## config.mk

```make
export PLATFORM = sky130hd
export DESIGN_NAME = uart_rx_fifo
export DESIGN_NICKNAME = d
export VERILOG_FILES = /design/src/rtl/uart_pkg.sv /design/src/rtl/uart_fifo_ram.sv /design/src/rtl/uart_rx_fifo.sv
export SDC_FILE = /design/constraint.sdc
export NUM_CORES = 1
export LEC_CHECK = 0
export ABC_CLOCK_PERIOD_IN_PS = 3100
export BUFFER_PORTS_ARGS = -buffer_cell sky130_fd_sc_hd__buf_2
export CAP_MARGIN = 20
export CORE_MARGIN = 3
export CORE_UTILIZATION = 37
export DETAILED_ROUTE_END_ITERATION = 16
export PLACE_DENSITY_LB_ADDON = 0.3
export SLEW_MARGIN = 20
export SYNTH_ARGS = -nofsm -noshare
export SYNTH_HDL_FRONTEND = slang
export SYNTH_SLANG_ARGS = --single-unit
```

## constraint.sdc

```tcl
create_clock -name clock -period 3.1 [get_ports clock]
set_input_delay 0.62 -clock clock [delete_from_list [all_inputs] [get_ports clock]]
set_output_delay 0.62 -clock clock [all_outputs]
set_load 0.1 [all_outputs]
```

## src/rtl/uart_pkg.sv

```systemverilog
// Shared UART definitions: frame widths, error flag bit positions and the
// layout of one buffered receive entry. Also used by the RX and TX units.
package uart_pkg;

    localparam int UART_DATA_W  = 8;
    localparam int UART_ERR_W   = 3;
    localparam int UART_ENTRY_W = UART_DATA_W + UART_ERR_W;

    // Bit positions inside the receiver error flag vector
    localparam int ERR_PARITY = 0;
    localparam int ERR_START  = 1;
    localparam int ERR_STOP   = 2;

    // One buffered frame, error flags in the upper bits
    typedef struct packed {
        logic [UART_ERR_W-1:0]  err;
        logic [UART_DATA_W-1:0] data;
    } uart_entry_t;

    // A frame is errored when any of its error flags is set
    function automatic logic frame_has_error(input logic [UART_ERR_W-1:0] err);
        return |err;
    endfunction

endpackage : uart_pkg

```

## src/rtl/uart_fifo_ram.sv

```systemverilog
// Storage array for the receive FIFO: synchronous write, asynchronous read.
// Contents are deliberately not reset; the pointers and fill level decide
// which locations are meaningful.
module uart_fifo_ram
    import uart_pkg::*;
#(
    parameter int DEPTH  = 16,
    parameter int ADDR_W = 4,
    parameter int WIDTH  = UART_ENTRY_W
) (
    input  logic              clock,
    input  logic              we_i,
    input  logic [ADDR_W-1:0] waddr_i,
    input  logic [WIDTH-1:0]  wdata_i,
    input  logic [ADDR_W-1:0] raddr_i,
    output logic [WIDTH-1:0]  rdata_o
);

    logic [WIDTH-1:0] mem_q [DEPTH];

    // Write port: one entry per enabled clock
    always_ff @(posedge clock) begin
        if (we_i) begin
            mem_q[waddr_i] <= wdata_i;
        end
    end

    // Read port is combinational so the head entry falls through immediately
    assign rdata_o = mem_q[raddr_i];

endmodule : uart_fifo_ram

```

## src/rtl/uart_rx_fifo.sv

```systemverilog
// Receive-side buffer behind the UART receiver. Captures one frame per rising
// edge of the receiver's done flag, stores it in a first-word-fall-through
// FIFO, and keeps sticky overflow status plus a saturating errored-frame count.
module uart_rx_fifo
    import uart_pkg::*;
#(
    parameter int DEPTH  = 16,
    parameter int ADDR_W = 4,
    parameter int CNT_W  = 8
) (
    input  logic                   clock,
    input  logic                   reset_n,
    input  logic                   rx_done_flag,
    input  logic [UART_DATA_W-1:0] rx_data,
    input  logic [UART_ERR_W-1:0]  rx_error_flag,
    input  logic                   drop_errored,
    input  logic                   clear_status,
    input  logic                   rd_ready,
    output logic                   rd_valid,
    output logic [UART_DATA_W-1:0] rd_data,
    output logic [UART_ERR_W-1:0]  rd_error,
    output logic [ADDR_W:0]        fill_level,
    output logic                   full,
    output logic                   overflow_flag,
    output logic [CNT_W-1:0]       err_count
);

    localparam logic [ADDR_W:0]   FILL_MAX = (ADDR_W + 1)'(DEPTH);
    localparam logic [CNT_W-1:0]  CNT_MAX  = {CNT_W{1'b1}};

    logic              done_q;
    logic [ADDR_W-1:0] wr_ptr_q, wr_ptr_d;
    logic [ADDR_W-1:0] rd_ptr_q, rd_ptr_d;
    logic [ADDR_W:0]   fill_q, fill_d;
    logic              ovf_q, ovf_d;
    logic [CNT_W-1:0]  cnt_q, cnt_d;

    logic              cap;
    logic              frame_err;
    logic              wr;
    logic              rd;
    logic              wr_ok;
    logic              ovf_set;
    logic [CNT_W-1:0]  cnt_base;

    uart_entry_t       wr_entry;
    uart_entry_t       rd_entry;

    // Edge detect: done_q starts high so a flag already asserted at reset
    // release is ignored until it drops and rises again.
    assign cap       = rx_done_flag & ~done_q;
    assign frame_err = frame_has_error(rx_error_flag);
    assign wr        = cap & ~(drop_errored & frame_err);

    assign rd_valid  = (fill_q != '0);
    assign full      = (fill_q == FILL_MAX);
    assign rd        = rd_valid & rd_ready;

    // A full FIFO still accepts a write when the head is popped the same cycle
    assign wr_ok     = wr & (~full | rd);
    assign ovf_set   = wr & full & ~rd;

    assign wr_entry.err  = rx_error_flag;
    assign wr_entry.data = rx_data;

    uart_fifo_ram #(
        .DEPTH  (DEPTH),
        .ADDR_W (ADDR_W),
        .WIDTH  (UART_ENTRY_W)
    ) u_ram (
        .clock   (clock),
        .we_i    (wr_ok),
        .waddr_i (wr_ptr_q),
        .wdata_i (wr_entry),
        .raddr_i (rd_ptr_q),
        .rdata_o (rd_entry)
    );

    // Next-state for pointers, fill level and status; set/increment beats clear
    always_comb begin
        wr_ptr_d = wr_ptr_q;
        rd_ptr_d = rd_ptr_q;
        fill_d   = fill_q;
        ovf_d    = ovf_q;
        cnt_d    = cnt_q;
        cnt_base = cnt_q;

        // Pointers are ADDR_W bits wide, so +1 wraps DEPTH-1 -> 0 naturally
        if (wr_ok) begin
            wr_ptr_d = wr_ptr_q + ADDR_W'(1);
        end
        if (rd) begin
            rd_ptr_d = rd_ptr_q + ADDR_W'(1);
        end

        case ({wr_ok, rd})
            2'b10:   fill_d = fill_q + (ADDR_W + 1)'(1);
            2'b01:   fill_d = fill_q - (ADDR_W + 1)'(1);
            default: fill_d = fill_q;
        endcase

        if (clear_status) begin
            ovf_d    = 1'b0;
            cnt_base = '0;
        end
        if (ovf_set) begin
            ovf_d = 1'b1;
        end

        // Errored frames are counted even when they are dropped
        cnt_d = cnt_base;
        if (cap && frame_err && (cnt_base != CNT_MAX)) begin
            cnt_d = cnt_base + CNT_W'(1);
        end
    end

    // State registers with asynchronous active-low reset
    always_ff @(posedge clock or negedge reset_n) begin
        if (!reset_n) begin
            done_q   <= 1'b1;
            wr_ptr_q <= '0;
            rd_ptr_q <= '0;
            fill_q   <= '0;
            ovf_q    <= 1'b0;
            cnt_q    <= '0;
        end else begin
            done_q   <= rx_done_flag;
            wr_ptr_q <= wr_ptr_d;
            rd_ptr_q <= rd_ptr_d;
            fill_q   <= fill_d;
            ovf_q    <= ovf_d;
            cnt_q    <= cnt_d;
        end
    end

    // Stale RAM contents are hidden whenever the FIFO is empty
    assign rd_data       = rd_valid ? rd_entry.data : '0;
    assign rd_error      = rd_valid ? rd_entry.err  : '0;
    assign fill_level    = fill_q;
    assign overflow_flag = ovf_q;
    assign err_count     = cnt_q;

endmodule : uart_rx_fifo
```

### Word-level counts from Yosys, hierarchy flattened

Memory sizes are Yosys's and may differ from the RTL's.
Cells that the tools add are included.

* bits in read-only memories: 0
* bits of input ports: 17
* RAM bits: 176
* register bits after elaboration: 23
* memories: 1
* bits in latches: 0
* output and inout bits: 27
* logic and storage cells: 43

Memories
* u_ram.mem_q: depth 16, bits a word 11, rd ports 1, clocked after Yosys merged registers in 0, write ports 1, line uart_fifo_ram.sv:19 `logic [WIDTH-1:0] mem_q [DEPTH];`

* shift operators: 0
* eq/ne operators: 4
* reductions and logical operators: 6
* $lt $le $gt $ge: 0
* add/sub/neg operators: 5
* mux-type cells: 9
* div/mod/pow operators: 0
* multiply operators: 0
* bitwise gates (word level): 12

Operator list (number)
* $mux 8: 3
* $pmux 5 s2: 1
* $add 4x1->4 const B: 2
* $add 8x1->8 const B: 1
* $ne 8x8->1 const B: 1
* $and 1x1->1: 7
* $add 5x1->5 const B: 1
* $eq 5x5->1 const B: 1
* $reduce_bool 5->1: 1
* $sub 5x1->5 const B: 1
* $mux 1: 4
* $not 1->1: 4
* $reduce_bool 2->1: 2
* $mux 3: 1
* $reduce_or 3->1: 1
* $eq 2x1->1 const B: 1
* $eq 2x2->1 const B: 1
* $logic_and 1x1->1: 2
* $or 1x1->1: 1

### Depth between registers and ports, before layout

Gate-level depths: netlist (run 1).

* depth in word-level cells: 7
* depth in mapped cells: 10
* mapped depth without buffers: 10

### Hierarchy

Synthesis (run 1) repeated with hierarchy kept, for this count alone.

* cell total of the unflattened synthesis: 434
* area, all modules: 8219.1 µm²

By module, submodules not included
* uart_fifo_ram: times used 1, cells each 294, seq. area each 5285.1 µm², area an instance 6819.0 µm²
* uart_rx_fifo: times used 1, cells each 140, seq. area each 576.8 µm², area an instance 1400.1 µm²

### Worst setup path after synthesis (run 1)

Ideal clock, no wire load.

* kind: register -> output
* from: register fill_q[0] (netlist: fill_level[0])
* to: output rd_data[0]
* stages on the path, launching flop included: 6
* buffers on the path: 1
* data required time: 2.480 ns
* arrival: 3.857 ns
* slack: -1.377 ns
* cell sequence: dfrtp_1 > nor4_1 > nand2b_1 > nand2_1 > clkbuf_1 > o22ai_1

* longest elaborated chain between the ends: 2

Ends and longest elaborated chain
* start, declared: line uart_rx_fifo.sv:34 `logic [ADDR_W:0] fill_q, fill_d;`
* start signal, assigned: line uart_rx_fifo.sv:130 `fill_q <= fill_d;`
* $reduce_bool 5->1: line uart_rx_fifo.sv:55 `assign rd_valid = (fill_q != '0);`
* named net rd_valid: line uart_rx_fifo.sv:19 `output logic rd_valid,`
* $mux 8: line uart_rx_fifo.sv:137 `assign rd_data = rd_valid ? rd_entry.data : '0;`
* end, declared: line uart_rx_fifo.sv:20 `output logic [UART_DATA_W-1:0] rd_data,`

The timed path passes the listed nets, and every way through them passes these cells.

### Final worst setup path (run 1)

* from: register rd_ptr_q[0]
* to: output rd_data[5]

* longest elaborated chain between the ends: 2

Ends and longest elaborated chain
* start, declared: line uart_rx_fifo.sv:33 `logic [ADDR_W-1:0] rd_ptr_q, rd_ptr_d;`
* start signal, assigned: line uart_rx_fifo.sv:129 `rd_ptr_q <= rd_ptr_d;`
* $mem_v2 16x11
* $mux 8: line uart_rx_fifo.sv:137

Every way passes these cells.

==> results by stage, run 1 <==
Run status:
- The run finished with clean final reports.

Final layout:
- Cells with a size suffix above 1 make up roughly two fifths of the layout.
- The layout has 1,810 filler cells.
- Leaving out fill and tap cells, the most frequent cell in the layout is sky130_fd_sc_hd__edfxtp_1.
- Summing all flip-flop and latch instances after layout gives between 5000 and 6000 um^2.
- Once layout is done, the placed cells without fillers occupy just under 10,000 um^2.
- The top cell types in the final layout, fill and taps aside, are 176 x sky130_fd_sc_hd__edfxtp_1, 44 x sky130_fd_sc_hd__mux4_2, 36 x sky130_fd_sc_hd__buf_2.
- The net count of the finished layout is 511.
- The synthesis-to-finish area growth is 20.62%.
- The multi-input combinational cells in the finished layout cover a total of approximately 2400 um^2.
- The final standard cell utilization of the core is a little under half.
- The number of antenna diodes in the final layout is 0.

Global routing:
- The overall overflow remaining after global route is 0.
- Entering global routing, the biggest net connects 48 pins.
- The initial antenna violation count is 0.
- The via count of the first global-routing pass was 4,345.
- The overall fraction of global-route tracks in use is between 10% and 20%.
- The first-pass GRT wire length is 25,370 um.

Hold path:
- The min-delay analysis places its worst path in the category in -> async.

Worst setup path:
- Walking the worst path, the cells encountered are buf_16 > mux4_2 > mux2i_2 > o22ai_4 > buf_2.
- The cell family contributing the most delay on the critical path is multiplexers.
- The number of buffers and inverters on the critical path is 2.
- The reg2reg setup slack is around 0.37 ns.
- The maximum fanout along the worst path is 18.
- The type of origin of the critical path is a register.
- The data arrival at the endpoint of the critical path is 2.37 ns.
- The worst setup path is of the reg -> out kind.
- The delay of the slowest critical-path stage is roughly 0.54 ns.
- The worst setup path is captured at an output pin.
- Data on the critical path is required at its endpoint by 2.48 ns.
- The slowest stage of the critical path belongs to the cell sky130_fd_sc_hd__mux4_2.

Detailed routing:
- After detailed routing, the average wire length per cell comes to 21.23 um.
- The count of unresolved DRC violations after routing is 0.
- For this block, the initial DRC count from the detailed router was about 250.
- The detailed-router iteration count before antenna repair is 4.
- The routed layout has roughly 4,000 vias.
- Wires add up to approximately 16,000 um.
- Dividing the detail-routed via count by the number of cells gives 5.223.
- The count of nets left with antenna violations once routing finished came out at 0.

Power:
- Power spread over the standard cell area amounts to between 900 and 1000 nW/um^2.
- The static power due to leakage is ~3.3 nW.
- The worst-case IR drop observed on VDD is just over 0.0009 V.

Logic synthesis:
- The register bit count reported by yosys is ~200.
- The average footprint of a synthesized cell is a little under 20 um^2.
- The synthesized netlist contains 46 unique library cells.
- Ranked by total cell area, the synthesized netlist is headed by sky130_fd_sc_hd__edfxtp_1 65%, sky130_fd_sc_hd__mux4_2 12%, sky130_fd_sc_hd__dfrtp_1 6.8%.
- Synthesis produced a netlist whose cell count is slightly above 400.
- The number of nets handed over by synthesis was 440.
- The number of warnings printed during yosys synthesis is 0.
- The most used flip-flop cell after synthesis is sky130_fd_sc_hd__edfxtp_1.
- The synthesized design contains about 180 enable-type register cells.
- The cell area that synthesis handed to floorplanning was between 8000 and 9000 um^2.
- sky130_fd_sc_hd__edfxtp_1 takes more of the synthesized area than any other cell.
- The share of the Yosys chip area taken by registers is between 70% and 80%.
- The top cell type by area accounts for around two thirds of the synthesized area.
- The fraction of registers with async set/reset is between 10% and 20%.

Die:
- The starting density of the core is 38.08%.
- The count of boundary I/O pins is 44.
- The floorplan step defined a core boundary enclosing ~21,000 um^2.
- The floorplan step defined a die boundary enclosing approximately 24,000 um^2.
- The die span in x is ~150 um.
- After floorplanning, the core was divided into 53 placement rows.
- The die height is ~150 um.

Timing:
- The number of pins exceeding their max-slew limit in the final report is 0.
- The tightest slew margin relative to the limit is around 58%.
- The tightest hold margin is roughly 0.16 ns.
- The minimum period implied by the final worst setup slack is approximately 3.0 ns.
- The count of final hold-check violations came to 0.
- The worst clock skew on the final layout is roughly 0.0097 ns.
- The ratio of final minimum period to clock period is a little over nine tenths.
- The final-report setup violation count is 0.
- The maximum clock rate is 334.2 MHz.
- For the pin with the worst max-slew slack, the measured transition is just over 0.6 ns.

Clocking:
- TritonCTS created 17 clock buffers.
- The clock-pin slew reported for the worst setup and hold paths after clock tree synthesis is ~0.07 ns.
- TritonCTS built the clock tree.
- The tree is rooted in a sky130_fd_sc_hd__clkbuf_16.
- The clock sink total is just under 200.
- The clock reaches the later pin of the worst-skew pair after between 0.4 and 0.5 ns.
- The maximum number of buffers from clock root to sink is 2.
- The H-tree was split into 4 levels.
- In this run, post-CTS hold repair placed 0 buffers.

Placement:
- Routability-driven placement finished with a final weighted congestion of roughly 0.84.
- During placement, the flow inserted port buffers numbering 43.
- After detailed placement, the total cell area comes to between 9000 and 10,000 um^2.
- After legalization and detailed placement, the total HPWL measured between 10,000 and 15,000 um.

Flow run:
- The max capacitance violation total is 0.
worst reg2reg max path, stage by stage, from the launching register on:
cell and delay [ns]:
sky130_fd_sc_hd__dfrtp_2 0.46, sky130_fd_sc_hd__or4_4 0.59, sky130_fd_sc_hd__o21ai_4 0.20, sky130_fd_sc_hd__nor2_2 0.11, sky130_fd_sc_hd__ha_1 0.34, sky130_fd_sc_hd__nand2b_1 0.07
sky130_fd_sc_hd__o2bb2ai_1 0.17, sky130_fd_sc_hd__or3_1 0.35, sky130_fd_sc_hd__a311o_1 0.32
through the flow:
stage	TNS [ns]	setup slack, ns	std cells	power (mW)
2_1_floorplan	0	0.03211	413	6.576
3_3_place_gp	0	0.2933	739	7.307
3_5_place_dp	0	0.2388	739	7.346
4_1_cts	0	0.005628	771	9.606
5_1_grt	-0.008337	-0.008337	772	10.16
6_report	0	0.1075	772	9.738
repair_timing:
item,4_1_cts,5_1_grt
gates resized for setup,7,26
buffers inserted,0,0
gates cloned,0,1
setup endpoints to repair,6,11
cell families after synthesis:
group	share of synthesized area, %
mux	15.71
xor+xnor	1.729
fa+ha+maj	1.636
flops	72.32
compound gates	2.748
simple gates	4.492
buf+inv	1.358
layout make-up:
cell class                      count  area share [%]
Sequential cell                   199           60.05
Multi-Input combinational cell    187           24.43
Timing Repair Buffer               70           5.516
Clock buffer                       18           4.390
Tap cell                          275           3.519
Clock inverter                     14           1.753
Inverter                            9          0.3455
power breakdown:
| part | switching, mW | total [mW] | internal [mW] |
|---|---|---|---|
| clock | 1.04 | 2.20 | 1.16 |
| combinational | 2.77 | 4.30 | 1.53 |
| sequential | 0.159 | 3.24 | 3.08 |
state kept, by name, summed over array words and instances, names as in the netlist:
signal	count
err_count	8
fill_level	5
done_q	1
rd_ptr_q	4
overflow_flag	1
u_ram.mem_q	176
wr_ptr_q	4
routing by layer:
layer	share of wire (%)	GRT usage (%)	routed length (um)
met1	44	18.47	7267
met2	51	24.17	8304
met3	3.7	3.518	607
met4	1.3	4.121	209
met5	0	0	0
cell usage after synthesis, types with 7 or more instances:
cell / count
sky130_fd_sc_hd__buf_2: 7
sky130_fd_sc_hd__xnor2_1: 14
sky130_fd_sc_hd__nand2_1: 7
sky130_fd_sc_hd__o22ai_1: 11
sky130_fd_sc_hd__clkbuf_1: 9
sky130_fd_sc_hd__mux4_2: 44
sky130_fd_sc_hd__and2_1: 12
sky130_fd_sc_hd__nor2_1: 9
sky130_fd_sc_hd__dfrtp_1: 22
sky130_fd_sc_hd__mux2i_1: 23
sky130_fd_sc_hd__edfxtp_1: 176
sky130_fd_sc_hd__inv_1: 9
sky130_fd_sc_hd__ha_1: 9
final timing paths:
check / cells after the start / endpoint / startpoint
max: 5 / rd_data[5] / rd_ptr_q[0]
min: 1 / err_count[4] / reset_n
max reg2reg: 8 / fill_level[4] / fill_level[1]
min reg2reg: 1 / rd_ptr_q[2] / rd_ptr_q[2]
max in group asynchronous: 1 / rd_ptr_q[1] / reset_n
min in group clock: 1 / done_q / rx_done_flag
Note: power is estimated with default switching activity, not from simulation.
==> inputs of run 2 (changes only) <==
--- a/config.mk
+++ b/config.mk
@@ -10,6 +10,7 @@
 export CAP_MARGIN = 20
 export CORE_MARGIN = 3
 export CORE_UTILIZATION = 37
+export CTS_BUF_LIST = sky130_fd_sc_hd__clkbuf_4
 export DETAILED_ROUTE_END_ITERATION = 16
 export PLACE_DENSITY_LB_ADDON = 0.3
 export SLEW_MARGIN = 20
==> constraint.sdc (replaced) <==
create_clock -name clock -period 3.1 [get_ports clock]
set_input_delay 0.62 -clock clock [delete_from_list [all_inputs] [get_ports clock]]
set_output_delay 0.62 -clock clock [all_outputs]
set_load 0.05 [all_outputs]
==> run 2 against run 1 <==
Hold slack worse by 0.0094 ns. Critical path type unchanged. Worst setup slack gained 0.0065 ns. Cell area down 4.5%. Via count up 1.8%. Utilization decreased by 2.1 points. Global-route usage up 0.41 points.
==> results by stage, run 2 (synthesized netlist as in run 1, its figures left out) <==
Run status:
- The flow ran to the end, and the final reports show no timing, DRC or antenna violations.

Power:
- The completed layout was analyzed and its total power is roughly 7.9 mW.
- The worst vdd rail ir drop is slightly below 0.0007 V.
- For this design the static power due to leakage is 3.220 nW.
- Dividing total power by cell area gives a power density of 842.6 nW/um^2.

Die:
- The die is 154.0 um wide.
- The die height is around 150 um.
- The area of the die is around 24,000 um^2.
- The area of the core is around 21,000 um^2.
- During I/O placement, the number of pins put on the boundary was 44.
- The count of standard-cell rows is 53.
- The starting density of the core is about two fifths.

Worst setup path:
- The delay of the slowest critical-path stage is slightly above 0.5 ns.
- The cell class contributing the biggest share of worst-path delay is multiplexers.
- The capturing element type of the critical path is an output pin.
- The type of the worst setup path is reg -> out.
- The slowest stage of the critical path belongs to the cell sky130_fd_sc_hd__mux4_2.
- The most numerous cell on the critical path is sky130_fd_sc_hd__buf_4.
- Along the worst path, the maximum fanout reaches 9.
- The worst setup path is launched from a register.
- The required arrival time at the worst endpoint is roughly 2.5 ns.
- Data arrives at the worst endpoint at between 2 and 2.5 ns.
- The sum of buffers and inverters on the critical path is 3.
- The signal on the critical path passes through buf_4 > clkbuf_16 > mux4_2 > mux2i_1 > o22ai_1 > buf_4.

Final layout:
- The layout has roughly 1,800 filler cells.
- The total area of sequential cells is between 5000 and 6000 um^2.
- In the layout the commonest cells are 176 x sky130_fd_sc_hd__edfxtp_1, 44 x sky130_fd_sc_hd__mux4_2, 41 x sky130_fd_sc_hd__buf_4.
- The total inserted antenna cells is 0.
- The total non-filler cell area in the finished layout is 9333 um^2.
- The library cell used most frequently in the layout, excluding fill and tap cells, is sky130_fd_sc_hd__edfxtp_1.
- The synthesis-to-finish area growth is 15.14%.
- The total area of multi-input combinational cells is 2208 um^2.
- For this run, the post-layout net count is 524.
- The register with the most flip-flops in the layout has around 180 of them.
- The post-route netlist has 36.27% of its cells at a drive strength greater than 1.
- The count of cells in the finished layout, fillers not included, comes to approximately 790.
- The most flop-heavy register is u_ram.mem_q.

Timing:
- For the finished layout, the period the worst path requires is between 2 and 3 ns.
- For the final database, setup skew stands at approximately 0.021 ns.
- The ratio of final minimum period to clock period is between 90% and 100%.
- The measured slew at the worst slew-check pin is between 0.5 and 0.6 ns.
- Setup repair after global routing could not meet its margin everywhere.
- The number of pins exceeding their max-slew limit in the final report is 0.
- The sum of negative setup slack is 0 ns.
- The final-report setup violation count is 0.
- The count of final hold-check violations was 0.
- The maximum clock rate is ~330 MHz.
- The tightest slew margin relative to the limit is 61.68%.

Detailed routing:
- The count of unresolved DRC violations after routing is 0.
- In the routed layout, each cell is associated on average with a via count of around 5.2.
- For this run, the detailed router's first-pass iteration total came to 5.
- The count of nets left with antenna violations once routing finished came out at 0.
- The wire length per cell is ~21 um.
- For this block, the routed nets add up to about 17,000 um of wire.
- For this block, the via count after detailed routing is 4,105.
- The number of DRC markers after the initial detailed-route iteration is 260.

Global routing:
- The via count of the first global-routing pass is around 4,400.
- Entering global routing, the biggest net connects 39 pins.
- The overall overflow remaining after global route is 0.
- The initial antenna violation count came to 0.
- The first-pass GRT wire length is 26,330 um.
- In the global route stage, overall resource usage came out at between 10% and 20%.

Placement:
- The estimated wirelength of the detail-placed design is ~11,000 um.
- Summing all placed instances gives a cell area of roughly 8900 um^2.
- The count of port buffers added during placement is between 40 and 50.
- Routability-driven placement finished with a final weighted congestion of ~0.83.
- The cell count after placement is 744.

Clocking:
- TritonCTS created 17 clock buffers.
- No sink is reached through more buffers than the 2 on the longest clock path.
- The clock sink total is 199.
- The H-tree depth is 4.
- The clock-pin slew reported for the worst setup and hold paths after clock tree synthesis is around 0.15 ns.
- The source-to-sink clock delay at the later pin of the worst-skew pair is between 0.5 and 0.6 ns.
- The CTS tree is yes.
- The cell sitting at the root of the clock tree is a sky130_fd_sc_hd__clkbuf_4.

Hold path:
- In this run the worst hold path is classified as in -> reg.

Flow run:
- Max-cap violations in this run came to 0.
==> run 2: changes by cell type in the layout (fill, tap and decap cells not counted), moves of 7 or more <==
cell / delta
sky130_fd_sc_hd__buf_4: +18
sky130_fd_sc_hd__mux2i_1: +7
sky130_fd_sc_hd__o22ai_1: +10
sky130_fd_sc_hd__clkbuf_16: -17
sky130_fd_sc_hd__clkbuf_4: +17
sky130_fd_sc_hd__o22ai_4: -11
==> run 2: final timing paths <==
check,from,to,slack [ns],cells after the start
max,rd_ptr_q[0],rd_data[0],0.11,6
min,rx_done_flag,done_q,0.15,1
max reg2reg,fill_level[1],fill_level[4],0.34,8
min reg2reg,rd_ptr_q[3],rd_ptr_q[3],0.48,1
max in group asynchronous,reset_n,rd_ptr_q[1],2.15,2
min in group asynchronous,reset_n,overflow_flag,0.55,2
==> run 2: area by class of cell <==
cell class | count | area share (%)
repair buffers | 83 | 6.770
inverters | 9 | 0.3620
clock buffers | 20 | 1.609
well taps | 275 | 3.687
clock inverters | 12 | 1.073
multi-input cells | 187 | 23.66
flip-flops and latches | 199 | 62.84
==> run 2: stage by stage <==
stage	util (%)	setup slack, ns	hold WS [ns]
2_1_floorplan	-	0.02605	0.3244
3_3_place_gp	41.63	0.3183	0.4636
6_report	43.84	0.1140	0.1534
3_5_place_dp	41.63	0.2509	0.4722
5_1_grt	43.84	-0.05690	0.08700
4_1_cts	43.54	-0.006829	0.09818
==> run 2: timing repair <==
action	CTS	global route
gates resized for setup	20	8
hold endpoints to repair	20	0
gates cloned	1	1
endpoints found under the setup margin	11	11
buffers inserted	3	4
hold buffers	1	0
==> run 2: where the power goes <==
part	leakage [nW]	switching [mW]	internal, mW
Clock	0.143	0.829	0.425
Combinational	1.21	1.93	1.44
Sequential	1.87	0.165	3.07
Total	3.22	2.92	4.94
==> run 2: metal layers <==
metal  part of all wire [%]  vias to the layer above  GRT usage [%]  wire (um)
met5                      0                        -              0          0
met4                   0.54                        0          3.280         91
met3                    4.7                        8          3.771        799
met2                     49                      107          23.50       8304
met1                     45                     2162          20.54       7650
li1                       -                     1828              -          -
==> inputs of run 3 (changes only) <==
--- a/config.mk
+++ b/config.mk
@@ -5,7 +5,7 @@
 export SDC_FILE = /design/constraint.sdc
 export NUM_CORES = 1
 export LEC_CHECK = 0
-export ABC_CLOCK_PERIOD_IN_PS = 3100
+export ABC_CLOCK_PERIOD_IN_PS = 2800
 export BUFFER_PORTS_ARGS = -buffer_cell sky130_fd_sc_hd__buf_2
 export CAP_MARGIN = 20
 export CORE_MARGIN = 3
==> constraint.sdc (replaced) <==
create_clock -name clock -period 2.8 [get_ports clock]
set_input_delay 0.56 -clock clock [delete_from_list [all_inputs] [get_ports clock]]
set_output_delay 0.56 -clock clock [all_outputs]
set_load 0.05 [all_outputs]
==> run 3 against run 2 <==
The flow now finishes with violations (negative setup slack). First-iteration DRC count up 8.8%. Utilization rose by 1.9 points. Via count is 0.17% lower. Largest power group unchanged. Die area is the same. Critical endpoint is now rd_error[1]. Critical path type unchanged. Largest cell class unchanged. Cell area up 4.4%. Critical path depth unchanged.
==> results by stage, run 3 (synthesized netlist as in run 1, its figures left out) <==
Final layout:
- The library cells used most frequently in the layout, excluding fill and tap cells, are 176 x sky130_fd_sc_hd__edfxtp_1, 44 x sky130_fd_sc_hd__mux4_2, 32 x sky130_fd_sc_hd__buf_2.
- The most common cell after layout, fill and taps aside is sky130_fd_sc_hd__edfxtp_1.
- The synthesis-to-finish area growth is 20.22%.
- The layout cell share with drive strength beyond 1 is 41.23%.
- The number of flip-flops in the largest register is roughly 180.
- The filler cells instantiated in the layout total 1,809.
- The most flop-heavy register is u_ram.mem_q.
- The number of nets in the final layout is ~530.

Die:
- The die span in x is 154.0 um.
- The floorplan step defined a die boundary enclosing approximately 24,000 um^2.
- Row generation in the floorplan step produced between 50 and 60 rows.
- The core region is between 20,000 and 25,000 um^2.
- The die height is ~150 um.
- For this configuration, the core starts out at a cell density of between 30% and 40%.
- The count of boundary I/O pins is 44.

Global routing:
- The via count of the first global-routing pass is 4,352.
- The first global-routing pass estimated approximately 26,000 um of wire.
- Global routing finished with a remaining overflow of 0.
- The overall fraction of global-route tracks in use is roughly 15%.
- The initial antenna violation count is 1.
- Entering global routing, the biggest net connects 25 pins.

Worst setup path:
- The capturing element type of the critical path is an output pin.
- The type of the worst setup path is reg -> out.
- The data arrival at the endpoint of the critical path is roughly 2.4 ns.
- STA puts the critical path data required time at 2.24 ns.
- The type of origin of the critical path is a register.
- The maximum fanout along the worst path is 6.

Hold path:
- The path class of the tightest hold or removal check is in -> reg.

Timing:
- Setup violations remaining at the end of the flow were counted as 11.
- Across the routed clock network, the largest skew measured is about 0.024 ns.
- The count of final hold-check violations is 0.
- The sum of negative setup slack is -1.723 ns.
- Of the available clock period, the critical path in the final layout requires 106.5%.
- After layout, the worst setup slack is -0.1819 ns.
- Setup repair after global routing could not meet its margin everywhere.
- The minimum period implied by the final worst setup slack is around 3.0 ns.
- The tightest hold path in the finished design has a slack of 0.05663 ns.
- In this run the tightest slew margin relative to its limit is between 60 and 70%.
- At the pin with the least slew margin, the transition time is 0.5328 ns.
- The number of pins exceeding their max-slew limit in the final report is 0.
- For this run, the top clock speed supported by timing is approximately 340 MHz.

Detailed routing:
- Using the TritonRoute via totals, the vias-per-cell ratio works out to just over 5.
- The count of nets left with antenna violations once routing finished came out at 0.
- The detailed-router iteration count before antenna repair is 6.
- The count of unresolved DRC violations after routing is 0.
- The via count of the routed design is just over 4,000.
- The total length of routed wires is ~17,000 um.
- The number of DRC markers after the initial detailed-route iteration is ~280.
- The wire length per cell is 21.12 um.

Placement:
- At the end of routability-driven placement, the weighted congestion stood at 0.7366.
- Summed over all nets, the half-perimeter wirelength after detailed placement is 10,590 um.
- The count of buffers added on input and output ports is 43.

Clocking:
- In this run, CTS created clock tree buffers numbering 17.
- The clock tree synthesis step divided the H-tree into 4 levels.
- Clock-pin slew was measured on the worst setup and hold paths at 0.18 ns.
- The buffer type at the clock tree root is sky130_fd_sc_hd__clkbuf_4.
- The later pin in the worst-skew pair is clocked with a latency of about 0.60 ns.
- No sink is reached through more buffers than the 2 on the longest clock path.
- TritonCTS built the clock tree.
- The clock sink total is slightly below 200.

Run status:
- The run finished, with violations left.
- The final reports fail on negative setup slack.

Flow run:
- Across the run, the number of max-cap violations was 0.

Power:
- The total power per unit cell area is approximately 960 nW/um^2.
- The worst vdd rail ir drop is between 0.0003 and 0.0004 V.
- For this design the static power due to leakage is 3.352 nW.
-- run 3: layout make-up --
class,instances,area [um^2],area share (%)
diodes,1,2.502,0.02568
clock buffers,17,127.6,1.310
clock inverters,15,188.9,1.939
inverters,9,33.78,0.3467
multi-input cells,187,2297,23.57
flip-flops and latches,199,5866,60.20
well taps,275,344.1,3.531
repair buffers,92,884.6,9.078
-- run 3: worst paths after layout --
| path | depth (start not counted) | end | slack, ns | startpoint |
|---|---|---|---|---|
| worst min-delay path | 1 | done_q | 0.06 | rx_done_flag |
| min in group asynchronous | 2 | err_count[6] | 0.44 | reset_n |
| worst max register to register | 8 | fill_level[4] | 0.11 | fill_level[1] |
| max in group asynchronous | 2 | rd_ptr_q[1] | 1.97 | reset_n |
| worst min register to register | 1 | rd_ptr_q[2] | 0.53 | rd_ptr_q[2] |
| worst max-delay path | 6 | rd_error[1] | -0.18 | rd_ptr_q[0] |
-- run 3: layer usage --
layer | global-route usage (%) | routed length [um]
met5 | 0 | 0
met4 | 4.668 | 249
met3 | 3.012 | 637
met2 | 25.02 | 8870
met1 | 19.30 | 7034
-- run 3: worst max-delay path, cell delays in order, from the launching register on --
cell	delay [ns]
sky130_fd_sc_hd__dfrtp_2	0.51
sky130_fd_sc_hd__buf_6	0.16
sky130_fd_sc_hd__buf_16	0.14
sky130_fd_sc_hd__mux4_2	0.50
sky130_fd_sc_hd__mux2i_2	0.21
sky130_fd_sc_hd__o22ai_2	0.13
sky130_fd_sc_hd__buf_6	0.17
-- run 3: timing repair --
item                                   CTS  global route
setup buffers                            5             3
resized for setup                       46             7
setup endpoints to repair               12            13
endpoints found under the hold margin   22             0
pin swaps                                3             2
hold buffers                             1             0
gates cloned                             3             0
-- run 3: where the power goes --
part	leakage, nW	internal (mW)	switching [mW]	total, mW
logic	1.32	1.93	2.29	4.22
clock network	0.166	0.437	1.12	1.56
registers	1.87	3.41	0.167	3.57
-- run 3: stage by stage --
| stage | instances | power, mW | area (um^2) | setup WS, ns | util (%) |
|---|---|---|---|---|---|
| after floorplan | 413 | 6.192 | 8179 | 0.02309 | - |
| after global placement | 751 | 7.182 | 9110 | 0.08845 | 42.80 |
| after detailed placement | 751 | 7.217 | 9110 | 0.03503 | 42.80 |
| after CTS | 792 | 9.423 | 9713 | -0.2540 | 45.63 |
| after global routing | 795 | 9.804 | 9744 | -0.2958 | 45.78 |
| final | 795 | 9.352 | 9744 | -0.1819 | 45.78 |
